<file path="config.mk">
export PLATFORM = sky130hd
export DESIGN_NAME = seven_seg_scanner
export DESIGN_NICKNAME = d
export VERILOG_FILES = /design/src/rtl/seven_seg_scanner_pkg.sv /design/src/rtl/seven_seg_scanner_scan_timer.sv /design/src/rtl/seven_seg_scanner.sv
export SDC_FILE = /design/constraint.sdc
export NUM_CORES = 1
export LEC_CHECK = 0
export ABC_CLOCK_PERIOD_IN_PS = 3550
export CAP_MARGIN = 20
export CELL_PAD_IN_SITES_DETAIL_PLACEMENT = 0
export CELL_PAD_IN_SITES_GLOBAL_PLACEMENT = 2
export CORE_ASPECT_RATIO = 1.25
export CORE_UTILIZATION = 37
export DETAILED_ROUTE_END_ITERATION = 8
export GPL_TIMING_DRIVEN = 0
export HOLD_SLACK_MARGIN = 0.08
export PLACE_DENSITY = 0.8
export SYNTH_ARGS = -nofsm -noshare
export SYNTH_HDL_FRONTEND = slang
export SYNTH_SLANG_ARGS = --single-unit
</file>
<file path="constraint.sdc">
create_clock -name clk -period 3.55 [get_ports clk]
set_input_delay 0.71 -clock clk [delete_from_list [all_inputs] [get_ports clk]]
set_output_delay 0.71 -clock clk [all_outputs]
set_load 0.05 [all_outputs]
</file>
<file path="src/rtl/seven_seg_scanner_pkg.sv">
// Shared types and board-clock defaults for the 7-segment scan controller.
// Holds the scan FSM state type and the digit-index width.
package seven_seg_scanner_pkg;

    localparam int DEF_SCAN_DIV     = 100000;
    localparam int DEF_BLANK_CYCLES = 1000;
    localparam int IDX_W            = 3;

    typedef enum logic {
        ST_BLANK = 1'b0,
        ST_SHOW  = 1'b1
    } scanState_e;

endpackage

</file>
<file path="src/rtl/seven_seg_scanner_scan_timer.sv">
// Slot counter and digit index for the display scan. The event flags are high during
// the cycle whose closing edge starts a slot, starts the lit window, or starts a frame.
module seven_seg_scanner_scan_timer
    import seven_seg_scanner_pkg::*;
#(
    parameter int N_DIGITS     = 4,
    parameter int SCAN_DIV     = DEF_SCAN_DIV,
    parameter int BLANK_CYCLES = DEF_BLANK_CYCLES
) (
    input  logic             clk,
    input  logic             rst_n,
    output logic [IDX_W-1:0] digitIdx,
    output logic [IDX_W-1:0] digitNext,
    output logic             slotStart,
    output logic             showStart,
    output logic             frameWrap
);

    localparam int CNT_W = (SCAN_DIV > 1) ? $clog2(SCAN_DIV) : 1;

    logic [CNT_W-1:0] slotCnt;

    assign slotStart = (slotCnt == CNT_W'(SCAN_DIV - 1));
    assign showStart = (slotCnt == CNT_W'(BLANK_CYCLES - 1));
    assign frameWrap = slotStart && (digitIdx == IDX_W'(N_DIGITS - 1));

    always_comb begin
        digitNext = digitIdx;
        if (frameWrap) begin
            digitNext = '0;
        end else if (slotStart) begin
            digitNext = digitIdx + 1'b1;
        end
    end

    always_ff @(posedge clk or negedge rst_n) begin
        if (!rst_n) begin
            slotCnt  <= '0;
            digitIdx <= '0;
        end else begin
            slotCnt  <= slotStart ? '0 : slotCnt + 1'b1;
            digitIdx <= digitNext;
        end
    end

endmodule

</file>
<file path="src/rtl/seven_seg_scanner.sv">
// Time-multiplexed common-anode 7-segment scanner: blank-then-show slots per digit,
// frame-aligned value updates and optional leading-zero blanking.
module seven_seg_scanner
    import seven_seg_scanner_pkg::*;
#(
    parameter int N_DIGITS     = 4,
    parameter int SCAN_DIV     = DEF_SCAN_DIV,
    parameter int BLANK_CYCLES = DEF_BLANK_CYCLES
) (
    input  logic                  clk,
    input  logic                  rst_n,
    input  logic                  load,
    input  logic [4*N_DIGITS-1:0] value_in,
    input  logic                  lz_blank_en,
    output logic [3:0]            BCD,
    output logic [N_DIGITS-1:0]   AN,
    output logic [IDX_W-1:0]      digit_idx,
    output logic                  frame_done
);

    localparam logic [N_DIGITS-1:0] AN_OFF = {N_DIGITS{1'b1}};

    logic [IDX_W-1:0]      digitIdx;
    logic [IDX_W-1:0]      digitNext;
    logic                  slotStart;
    logic                  showStart;
    logic                  frameWrap;

    scanState_e            stateQ, stateD;
    logic [4*N_DIGITS-1:0] shadowQ, shadowD;
    logic [4*N_DIGITS-1:0] displayQ, displayD;
    logic [3:0]            bcdQ, bcdD;
    logic [N_DIGITS-1:0]   anQ, anD;

    seven_seg_scanner_scan_timer #(
        .N_DIGITS    (N_DIGITS),
        .SCAN_DIV    (SCAN_DIV),
        .BLANK_CYCLES(BLANK_CYCLES)
    ) u_timer (
        .clk      (clk),
        .rst_n    (rst_n),
        .digitIdx (digitIdx),
        .digitNext(digitNext),
        .slotStart(slotStart),
        .showStart(showStart),
        .frameWrap(frameWrap)
    );

    function automatic logic [3:0] nibbleAt(input logic [4*N_DIGITS-1:0] v,
                                            input logic [IDX_W-1:0] idx);
        logic [3:0] res;
        res = 4'h0;
        for (int i = 0; i < N_DIGITS; i++) begin
            if (idx == IDX_W'(i)) res = v[4*i +: 4];
        end
        return res;
    endfunction

    // Digit k is dark when it and every more-significant digit are zero; digit 0 always lights.
    function automatic logic isBlanked(input logic [4*N_DIGITS-1:0] v,
                                       input logic [IDX_W-1:0] k);
        logic allZero;
        allZero = 1'b1;
        for (int j = 0; j < N_DIGITS; j++) begin
            if (IDX_W'(j) >= k && v[4*j +: 4] != 4'h0) allZero = 1'b0;
        end
        return (k != '0) && allZero;
    endfunction

    function automatic logic [N_DIGITS-1:0] anFor(input logic [IDX_W-1:0] idx);
        logic [N_DIGITS-1:0] res;
        res = AN_OFF;
        for (int i = 0; i < N_DIGITS; i++) begin
            if (idx == IDX_W'(i)) res[i] = 1'b0;
        end
        return res;
    endfunction

    always_comb begin
        shadowD  = load ? value_in : shadowQ;
        displayD = displayQ;
        stateD   = stateQ;
        anD      = anQ;
        bcdD     = bcdQ;

        // A load on the frame-start edge bypasses the shadow so the new frame shows it.
        if (frameWrap) begin
            displayD = load ? value_in : shadowQ;
        end

        case (stateQ)
            ST_BLANK: begin
                if (showStart) begin
                    stateD = ST_SHOW;
                    anD    = (lz_blank_en && isBlanked(displayQ, digitIdx)) ? AN_OFF
                                                                             : anFor(digitIdx);
                end
            end
            ST_SHOW: begin
                if (slotStart) begin
                    stateD = ST_BLANK;
                end
            end
            default: stateD = ST_BLANK;
        endcase

        // The nibble settles at slot start, ahead of the anode turning on.
        if (slotStart) begin
            anD  = AN_OFF;
            bcdD = nibbleAt(displayD, digitNext);
        end
    end

    always_ff @(posedge clk or negedge rst_n) begin
        if (!rst_n) begin
            stateQ   <= ST_BLANK;
            shadowQ  <= '0;
            displayQ <= '0;
            bcdQ     <= 4'h0;
            anQ      <= AN_OFF;
        end else begin
            stateQ   <= stateD;
            shadowQ  <= shadowD;
            displayQ <= displayD;
            bcdQ     <= bcdD;
            anQ      <= anD;
        end
    end

    assign BCD        = bcdQ;
    assign AN         = anQ;
    assign digit_idx  = digitIdx;
    assign frame_done = frameWrap;

endmodule

</file>
==> impl_results.md <==
* Status: finished, final reports clean
* Period Utilization, post-route at 90.4%
* Total CTS buffers at 9
* Htree depth at 3
* Compound-Gate Fraction of Synth Area at under 10%
* Syn_nets at 262
* Most common library cells after synthesis: dfrtp_1, mux2_2, nor2_1
* Post-synth top area share at between 50 and 60%
* Largest family of logic cells by synthesized area: simple AND/OR/NAND/NOR gates
* Synth Area in Adders at approximately 1.8%
* Place WS at ~0.16 ns
* Lkg Pwr at 0.00157 uW
* Worst Clk Skew at ~0.010 ns
* Final worst setup slack at between 0.3 and 0.4 ns
* Simple-Gate Fraction of Synth Area at 18.2%
* CP bufs+invs at 2
* Worst VDD drop at 206 uV
* CP peak stage delay at 0.58 ns
* Fin. Hold Viols at 0
* RSZ-0062 raised after global routing: false
* Required @ worst endpoint at 2.84 ns
* Vias at 1966
* Cell family contributing the most delay on the critical path: simple AND/OR/NAND/NOR gates
* Layout cells sized above 1 at 24.2%
* Worst r2r src: u_timer.slotCnt[11]$_DFF_PN0_
* Max Clk Rate at 312 MHz
* Pwr/cell area at 424 nW/um^2
* Die W at around 80 um
* Die Area at 8030 um^2
* Slew margin rel. at 35.6%
* Worst-path cell chain: or4_4 -> or3_4 -> nor3_4 -> buf_6 -> clkbuf_2
* Clk_lat worst skew at 0.34 ns
* Via density at approximately 5.2
* Synth Cell Area at between 2000 and 3000 um^2
* Cell Area, Placed at 3270 um^2
* Clock tree from TritonCTS: yes
* Routed WL at 5900 um
* DRT iter0 DRCs at 103
* Critical path capture point type: output pin
* CTS sink cnt at between 60 and 70
* Max Slew Vio Count at 0
* Nets at 304
* Worst R2R Path Depth at 7
* Initial antenna violation count at 0
* Largest net degree at the start of global routing at 39
* Register bit total from synthesis at 61
* Hold Path Class: input pin to async pin
* Post-synth EDFFs at 0
* Prevailing post-synth register cell: dfrtp_1
* Startpoint types: flop
* Switching part of the total at 21.0%
* Synth-to-Final Area Change at 22.9%
* Vias in the first global route at 2002
* Number of max-cap violations at 0
* Total GRT Usage at 17.1%
* Standard-cell rows at 35
* Syn avg cell area at 11.9 um^2
* Detailed Place HPWL at 4380 um
* Most frequent cell after synthesis: dfrtp_1
* Crit path time final at 3.21 ns
* FFs w/ async S/R, synth at 100%
* Layout Utilization at 47.1%
* Post-route design area at 3490 um^2
* Reg2Reg Setup Slack at 0.73 ns
* Internal power at about 1200 uW
* Critical R2R Capture: BCD[1]$_DFFE_PN0N_
* DRT Pass-1 Iters at 4
* DRC at 0
* Grt total ovfl at 0
* XOR/XNOR share of the synthesized area at under 10%
* Top cells by area, synth: dfrtp_1, mux2_2, dfstp_2, nor2_1, xor2_1
* Proportion of power drawn by combinational gates at 4.7%
* Yosys top cell by area: dfrtp_1
* CTS Buffer Depth at 2
* Core Box Area at approximately 7400 um^2
* Sequential share of power at 48.8%
* CP Class: flop to output pin
* Ant. Diodes at 0
* Worst Path Max Fanout at 10
* Clock transition at path regs at roughly 0.070 ns
* Cells after Synth at approximately 240
* Worst path arrival time at 2.50 ns
* Ys Warns at 0
* Slew at the pin closest to its max-slew limit at roughly 0.96 ns
* Post-synthesis mux area share at between 10% and 20%
* Psw at roughly 310 uW
* Port bufs at 30
* Synth cell types at 46
* Post-DRT Antenna Nets at 0
* Initial cell density of the core at 38.4%
* Register area share after synthesis at 53.9%
* Total setup buffers inserted after CTS at 0
* # setup viols final at 0
* Worst path slowest cell: or4_4
* Die height at roughly 100 um
* I/O pin count at 32
* Wire per inst at about 16 um
* Clock power frac at 46.5%
* Clock root buffer: clkbuf_8
* First-pass GRT wire length at 10200 um
* GPL Wtd Cong at 0.720
## flip-flops by register name, indices dropped and copies added, names as in the netlist
register and cells:
AN 4, BCD 4, displayQ 16, shadowQ 16, stateQ 1, u_timer.digitIdx 3, u_timer.slotCnt 17
## stage by stage
step	total power [uW]	TNS [ns]	hold WS [ns]	cells
final	1480	0	0.355	377
after global routing	1550	0	0.387	377
after CTS	1500	0	0.372	377
after detailed placement	806	0	0.481	361
after global placement	801	-10.86	0.474	360
after floorplan	762	0	0.414	238
## placed cells by master (no fill, tap or decap), types with 3 or more instances in the layout
cell	n
clkbuf_8	10
nor2_1	21
dfrtp_1	57
xor2_1	9
nor3_1	7
a221oi_1	4
or4_1	5
nor4_1	4
buf_6	4
dfstp_2	4
and3_1	3
nand3_1	6
nand4_1	3
mux2_4	4
ha_1	4
nand3b_1	4
inv_1	4
clkdlybuf4s50_1	28
o21ai_0	10
nand2_1	18
mux2_2	28
xnor2_1	6
## cell families (layout without fill, tap and decap cells)
kind of cell | count (synthesis) | after routing
AO/OA/AOI/OAI | 24 | 24
XOR/XNOR | 15 | 15
adder cells (fa/ha/maj) | 4 | 4
buffers and inverters | 10 | 57
flip-flops | 61 | 61
multiplexers | 33 | 33
AND/OR/NAND/NOR | 91 | 91
## layout make-up
class,instances,area (um^2)
flip-flops and latches,61,1530
inverters,4,15.0
fillers,699,3910
plain buffers,6,56.3
multi-input cells,167,1240
clock inverters,6,86.3
repair buffers,31,310
well taps,92,115
clock buffers,10,138
## worst register-to-register path, stage by stage (launching register included)
cell and delay (ns):
dfrtp_1 0.43, or4_4 0.58, or3_4 0.39, nor3_4 0.28
buf_6 0.20, mux2_2 0.38, a221oi_1 0.37, nor3_1 0.08
## power groups by stage
stage                     Combinational, uW  Sequential [uW]  Clock [uW]
after floorplan                        30.1              732           0
after global placement                 68.1              733           0
after detailed placement               71.7              734           0
after CTS                              71.8              721         704
after global routing                   77.3              723         748
final                                  69.2              721         688
## worst max-delay path by stage
stage                                  start                      endpoint  slack [ns]  cells past startpoint
6_report       u_timer.slotCnt[11]$_DFF_PN0_                    frame_done        0.34                      5
3_3_place_gp                           rst_n  u_timer.slotCnt[7]$_DFF_PN0_       -0.19                      1
4_1_cts        u_timer.slotCnt[11]$_DFF_PN0_                    frame_done        0.05                      5
2_1_floorplan  u_timer.slotCnt[11]$_DFF_PN0_            BCD[2]$_DFFE_PN0N_        0.97                      7
5_1_grt        u_timer.slotCnt[11]$_DFF_PN0_                    frame_done        0.22                      5
3_5_place_dp   u_timer.slotCnt[11]$_DFF_PN0_                    frame_done        0.16                      5
## repair_timing
item / CTS / global route
resized for setup: 1 / 2
hold endpoints to repair: 0 / 0
pin swaps: 0 / 0
hold buffers: 0 / 0
setup endpoints to repair: 1 / 1
## layer usage
layer / track usage, % / routed length [um] / up-vias
li1: - / - / 949
met1: 21.6 / 2560 / 984
met2: 27.9 / 3070 / 26
met3: 4.91 / 181 / 7
met4: 5.77 / 82 / 0
met5: 0 / 0 / -
(Power assumes the default switching activity.)
